File: config.mk
export PLATFORM = sky130hd
export DESIGN_NAME = countdown_timer
export DESIGN_NICKNAME = d
export VERILOG_FILES = /design/src/rtl/countdown_timer.sv
export SDC_FILE = /design/constraint.sdc
export NUM_CORES = 1
export LEC_CHECK = 0
export BUFFER_PORTS_ARGS = -buffer_cell sky130_fd_sc_hd__buf_2
export CORE_MARGIN = 8
export CORE_UTILIZATION = 25
export CTS_BUF_LIST = sky130_fd_sc_hd__clkbuf_8
export DETAILED_ROUTE_END_ITERATION = 12
export PLACE_DENSITY = 0.52
export RECOVER_POWER = 25
export SYNTH_ARGS = -nofsm -noshare
export SYNTH_HDL_FRONTEND = slang
export SYNTH_SLANG_ARGS = --single-unit
File: constraint.sdc
create_clock -name clk -period 2.4 [get_ports clk]
set_clock_uncertainty 0.05 [all_clocks]
set_input_delay 0.48 -clock clk [delete_from_list [all_inputs] [get_ports clk]]
set_output_delay 0.48 -clock clk [all_outputs]
set_load 0.02 [all_outputs]
File: src/rtl/countdown_timer.sv
// Minutes:seconds countdown timer with a 1 Hz prescaler.
// Counts a loaded MM:SS preset down to 00:00, then halts with a sticky done flag
// and a single-cycle alarm pulse. Commands resolve as load > stop > start.
module countdown_timer #(
  parameter int unsigned DIV_MAX = 11_999_999,
  parameter int unsigned DIV_W   = 24
) (
  input  logic       clk,
  input  logic       rst_n,
  input  logic       load,
  input  logic [5:0] load_min,
  input  logic [5:0] load_sec,
  input  logic       start,
  input  logic       stop,
  output logic [5:0] min,
  output logic [5:0] sec,
  output logic       running,
  output logic       done,
  output logic       alarm
);

  localparam logic [DIV_W-1:0] DivMax = DIV_W'(DIV_MAX);
  localparam logic [5:0]       MaxVal = 6'd59;

  typedef enum logic [1:0] {StIdle, StRun, StPaused, StExpired} state_e;

  state_e           state_q;
  logic [DIV_W-1:0] presc_q;
  logic [5:0]       min_q, sec_q;
  logic             running_q, done_q, alarm_q;

  logic [5:0] min_clamped, sec_clamped;
  logic       count_zero;
  logic       start_ok;
  logic       tick;

  // Clamp the preset inputs and decode the qualified start and tick conditions.
  always_comb begin
    min_clamped = (load_min > MaxVal) ? MaxVal : load_min;
    sec_clamped = (load_sec > MaxVal) ? MaxVal : load_sec;
    count_zero  = (min_q == 6'd0) && (sec_q == 6'd0);
    start_ok    = start && !count_zero && ((state_q == StIdle) || (state_q == StPaused));
    tick        = (state_q == StRun) && (presc_q == DivMax) && !load && !stop;
  end

  // Single FSM: state, prescaler, count and registered status outputs.
  always_ff @(posedge clk or negedge rst_n) begin
    if (!rst_n) begin
      state_q   <= StIdle;
      presc_q   <= '0;
      min_q     <= '0;
      sec_q     <= '0;
      running_q <= 1'b0;
      done_q    <= 1'b0;
      alarm_q   <= 1'b0;
    end else begin
      // Alarm is a pulse; only the expiring tick re-asserts it.
      alarm_q <= 1'b0;
      if (load) begin
        min_q     <= min_clamped;
        sec_q     <= sec_clamped;
        presc_q   <= '0;
        state_q   <= StIdle;
        running_q <= 1'b0;
        done_q    <= 1'b0;
      end else if (stop) begin
        // Stop masks start; the prescaler keeps its phase while paused.
        if (state_q == StRun) begin
          state_q   <= StPaused;
          running_q <= 1'b0;
        end
      end else if (start_ok) begin
        // Resuming restarts the prescaler so the next decrement is a full period away.
        state_q   <= StRun;
        presc_q   <= '0;
        running_q <= 1'b1;
      end else if (state_q == StRun) begin
        if (tick) begin
          presc_q <= '0;
          if (sec_q != 6'd0) begin
            sec_q <= sec_q - 6'd1;
          end else if (min_q != 6'd0) begin
            sec_q <= MaxVal;
            min_q <= min_q - 6'd1;
          end
          if ((min_q == 6'd0) && (sec_q == 6'd1)) begin
            state_q   <= StExpired;
            running_q <= 1'b0;
            done_q    <= 1'b1;
            alarm_q   <= 1'b1;
          end
        end else begin
          presc_q <= presc_q + DIV_W'(1);
        end
      end
    end
  end

  assign min     = min_q;
  assign sec     = sec_q;
  assign running = running_q;
  assign done    = done_q;
  assign alarm   = alarm_q;

endmodule

## After elaboration in Yosys (flattened, before gate mapping)

Index checks and enable logic that the tools add are counted.

- Output and inout port bits: 15
- Register bits: 41
- Bits of input ports: 17
- Word-level logic and storage cells: 96

- Multiplexer cells: 47
- Eq/ne operators: 8
- Order comparisons: 2
- Add/subtract/negate cells: 3
- Reductions and logical operators: 29

Operator list:

| kind | number |
|---|---|
| 24-bit 2-to-1 mux | 5 |
| 6-bit 2-to-1 mux | 16 |
| 24-bit by 1-bit adder with 24-bit output (second input constant) | 1 |
| 24-bit == test (second input constant) | 1 |
| 1-bit 2-to-1 mux | 19 |
| 2-bit 2-to-1 mux | 7 |
| 6-bit greater-than comparator (second input constant) | 2 |
| 6-bit logical NOT | 2 |
| 6-bit nonzero test | 2 |
| 6-bit by 1-bit subtractor with 6-bit output (second input constant) | 2 |
| 5-bit AND reduction | 2 |
| 2-bit nonzero test | 4 |
| 4-bit nonzero test | 2 |
| 1-bit logical AND | 7 |
| 6-bit by 1-bit == test with 1-bit output (second input constant) | 1 |
| 2-bit inequality test (second input constant) | 3 |
| 6-bit AND reduction | 1 |
| 3-bit nonzero test | 2 |
| 4-bit AND reduction | 1 |
| 1-bit logical NOT | 3 |
| 3-bit by 2-bit inequality test with 1-bit output (second input constant) | 1 |
| 2-bit by 1-bit == test with 1-bit output (second input constant) | 1 |
| 2-bit == test (second input constant) | 1 |
| 2-bit logical NOT | 1 |
| other kinds (2) | 2 |

## Longest topological paths before layout

- Depth after elaboration: 9
- Mapped depth: 9
- Gate-level depth less buffers: 7

## Worst setup path before layout

OpenSTA, ideal clock, no wires.

- Path type: register to register
- From: reg presc_q[13]
- To: reg min_q[5], in the netlist min[5]
- Path buffers: 0
- Cell stages (with the launch flop): 6
- Path slack: 126 ps
- Arrival time: 2142 ps
- Path through: dfrtp_1 -> or4b_4 -> nor4_4 -> nand4b_2 -> or4_1 -> a31oi_1

- Cells in the longest elaborated chain, start to end: 6

RTL lines:

| what | RTL line | RTL |
|---|---|---|
| from (decl) | 28 | `logic [DIV_W-1:0] presc_q;` |
| from (signal assigned) | 93 | `presc_q <= presc_q + DIV_W'(1);` |
| 24-bit == test | 43 | `tick = (state_q == StRun) && (presc_q == DivMax) && !load && !stop;` |
| 1-bit logical AND (3 in series) | 43 |  |
| 2-bit nonzero test (no source line) | n/a |  |
| 6-bit AND reduction (no source line) | n/a |  |
| to (signal assigned) | 60 | `min_q <= min_clamped;` |
| to (signal assigned) | 84 | `min_q <= min_q - 6'd1;` |
| to (decl) | 29 | `logic [5:0] min_q, sec_q;` |

No other way between the ends.
A chain may end at the register's enable or synchronous reset.

## Final worst setup path

Same ends and word-level chain as after synthesis.

==> results_dict.tcl <==
set metrics [dict create \
    status "complete, no violations" \
    cp_max_fo 5 \
    path_class "reg2reg" \
    grt_usage_pct 10.5 \
    fin_setup_tns_ps 0 \
    path_clk_slew_ps 80 \
    n_antenna_cell 0 \
    synthToLayoutAreaGrowth_pct 21.2 \
    ys_warn_count 0 \
    synth_nets 314 \
    core_mm2 0.0101 \
    pwr_density_cell_mw_per_mm2 463 \
    synth_flop_cell "dfrtp_1" \
    synth_cell_type_count 56 \
    grt_pass1_wl_mm 11.5 \
    syn_area_mm2 0.00255 \
    slew_violations 0 \
    dpl.hpwl_mm 5.23 \
    reg2reg_slack_ps 90 \
    dr.pass1.iters 4 \
    top_level_ports 32 \
    postRouteAntennaNets 0 \
    worstPathArrival_ps 2490 \
    overflow 0 \
    die_h_um 117 \
    required_ps 2570 \
    grt_max_degree 23 \
    cts_tree "yes" \
    hold_path.class "in2async" \
    die_area_mm2 0.0137 \
    cts_made_buffers 5 \
    clock-root-buffer "clkbuf_8" \
    yosysSeqAreaShare_pct 40.2 \
    hold_violations 0 \
    critical_path.startpoint_type "flop" \
    io_buffers 31 \
    placed_area_mm2 0.00302 \
    reg2reg_from "presc_q[13]" \
    nets 361 \
    drt-total-wl_mm 6.97 \
    h-tree-depth 2 \
    power_uw 1430 \
    worstMarginPinSlew_ps 1110 \
    synth.avg_cell_area_um2 8.74 \
    ys_seq_elements 41 \
    vias 2429 \
    min_period_ps 2310 \
    routedWlPerCell_um 14.7 \
    slew_headroom_pct 25.7 \
    clk_path_buf_depth 2 \
    end_kind "flop" \
    synth-async-reset-ratio_pct 100 \
    clk_latency_ps 300 \
    worstRegToRegCells 5 \
    fill_cells 1090 \
    synthTopCellsByArea "dfrtp_1 (40%), a21oi_1 (5.5%), nand2_1 (4.1%)" \
    finish.instance_area_mm2 0.00309 \
    fp.dieW_um 117 \
    yosysMostFrequentCell "dfrtp_1" \
    fmax_ghz 0.432 \
    drtIter0Drc 149 \
    cts_sinks 41 \
    synth_top_area_share_pct 40.2 \
    fin_crit_sh_pct 96.4 \
    drive_above_1_share_pct 20.6 \
    num_rows 37 \
    synth.top_cells.by_count "dfrtp_1 (41), a21oi_1 (28), nand2_1 (28)" \
    drv_cap 0 \
    leakagePower_uw 0.00129 \
    synth_top_area_cell "dfrtp_1" \
    synth_edf_count 0 \
    initial_core_util_pct 25.2 \
    finalSetupViolCount 0 \
    grt_pass1_vias 2339 \
    synthCells 292 \
    peakVddDrop_mv 0.187 \
    drcViolationCount 0 \
    gp_routability_congestion 0.779 \
    vias_per_cell 5.11 \
    r2r-end "min[5]" \
    rsz0062_at_grt "false" \
    antenna_found_initial 0 \
]
==> power breakdown <==
group          internal (uW)  switching [uW]
Clock                    224             245
Sequential               715            35.3
Combinational           80.0             134
Total                   1020             414
==> layer usage <==
layer / GRT usage, % / vias up / share of wire, %
met5: 0 / - / 0
met4: 3.41 / 0 / 1.7
met3: 2.51 / 12 / 6.1
met2: 17.2 / 49 / 44
met1: 13.4 / 1165 / 48
li1: - / 1203 / -
==> kinds of logic after synthesis <==
| group | after synthesis | synth area share, % |
|---|---|---|
| adder cells (fa/ha/maj) | 5 | 2.45 |
| flip-flops | 41 | 40.2 |
| buffers and inverters | 26 | 4.71 |
| AND/OR/NAND/NOR | 133 | 31.3 |
| XOR/XNOR | 1 | 0.343 |
| multiplexers | 2 | 0.784 |
| AO/OA/AOI/OAI | 84 | 20.2 |
==> worst max-delay path by stage <==
stage / start / endpoint
floorplan: presc_q[13] / min[5]
global placement: stop / min[5]
detailed placement: stop / min[5]
CTS: presc_q[13] / min[5]
global route: presc_q[13] / min[5]
finish: presc_q[13] / min[5]
==> stage by stage <==
stage / util [%] / setup slack, ps / hold slack (ps) / std cells
2_1_floorplan: - / 126 / 134 / 292
6_report: 30.5 / 85.8 / 317 / 475
3_3_place_gp: 29.7 / 101 / 419 / 468
3_5_place_dp: 29.7 / 40.6 / 425 / 468
4_1_cts: 30.6 / 79.2 / 103 / 475
5_1_grt: 30.5 / 1.50 / 387 / 475
==> placed cells by master (no fill, tap or decap), types with 2 or more instances in the layout <==
cell type  count
dfrtp_1       41
buf_4         17
a21oi_1       28
o21a_1         3
or3_1         16
mux2i_1        2
nand2_1       28
clkbuf_8       6
and3_1         3
or4b_1         2
or2_2          2
o21ai_1        8
o21ai_0       13
ha_1           5
a31oi_1        5
or4_1          9
o22a_1         2
and4_1         3
nand3_1       10
nor4_1         3
and2_4         2
inv_1         15
buf_12         2
nand2b_1       2
buf_2         30
o31ai_1       11
a211oi_1       3
nand4_1       16
nor2_1        18
nor3_1         6
==> flip-flops by register name (all words and copies together), names as in the netlist <==
name	flops
min	6
alarm	1
done	1
state_q	2
presc_q	24
sec	6
running	1
==> layout make-up <==
| cell class | instances | area, um^2 | area share [%] |
|---|---|---|---|
| Timing Repair Buffer | 51 | 334 | 10.8 |
| Sequential cell | 41 | 1030 | 33.2 |
| Inverter | 15 | 70.1 | 2.27 |
| Clock inverter | 1 | 3.75 | 0.121 |
| Tap cell | 136 | 170 | 5.50 |
| Multi-Input combinational cell | 225 | 1410 | 45.5 |
| Clock buffer | 6 | 82.6 | 2.67 |
==> timing repair <==
item	in CTS	in global routing
setup endpoints to repair	0	1
hold buffers	0	0
buffers inserted	0	0
resized for setup	0	0
==> critical path: stages (launching register included) <==
cell and delay (ps):
dfrtp_1 380, or4b_4 550, nor4_4 390, nand4b_2 170, or4_1 530, a31oi_1 170
Power figures use the tool's default switching activity.
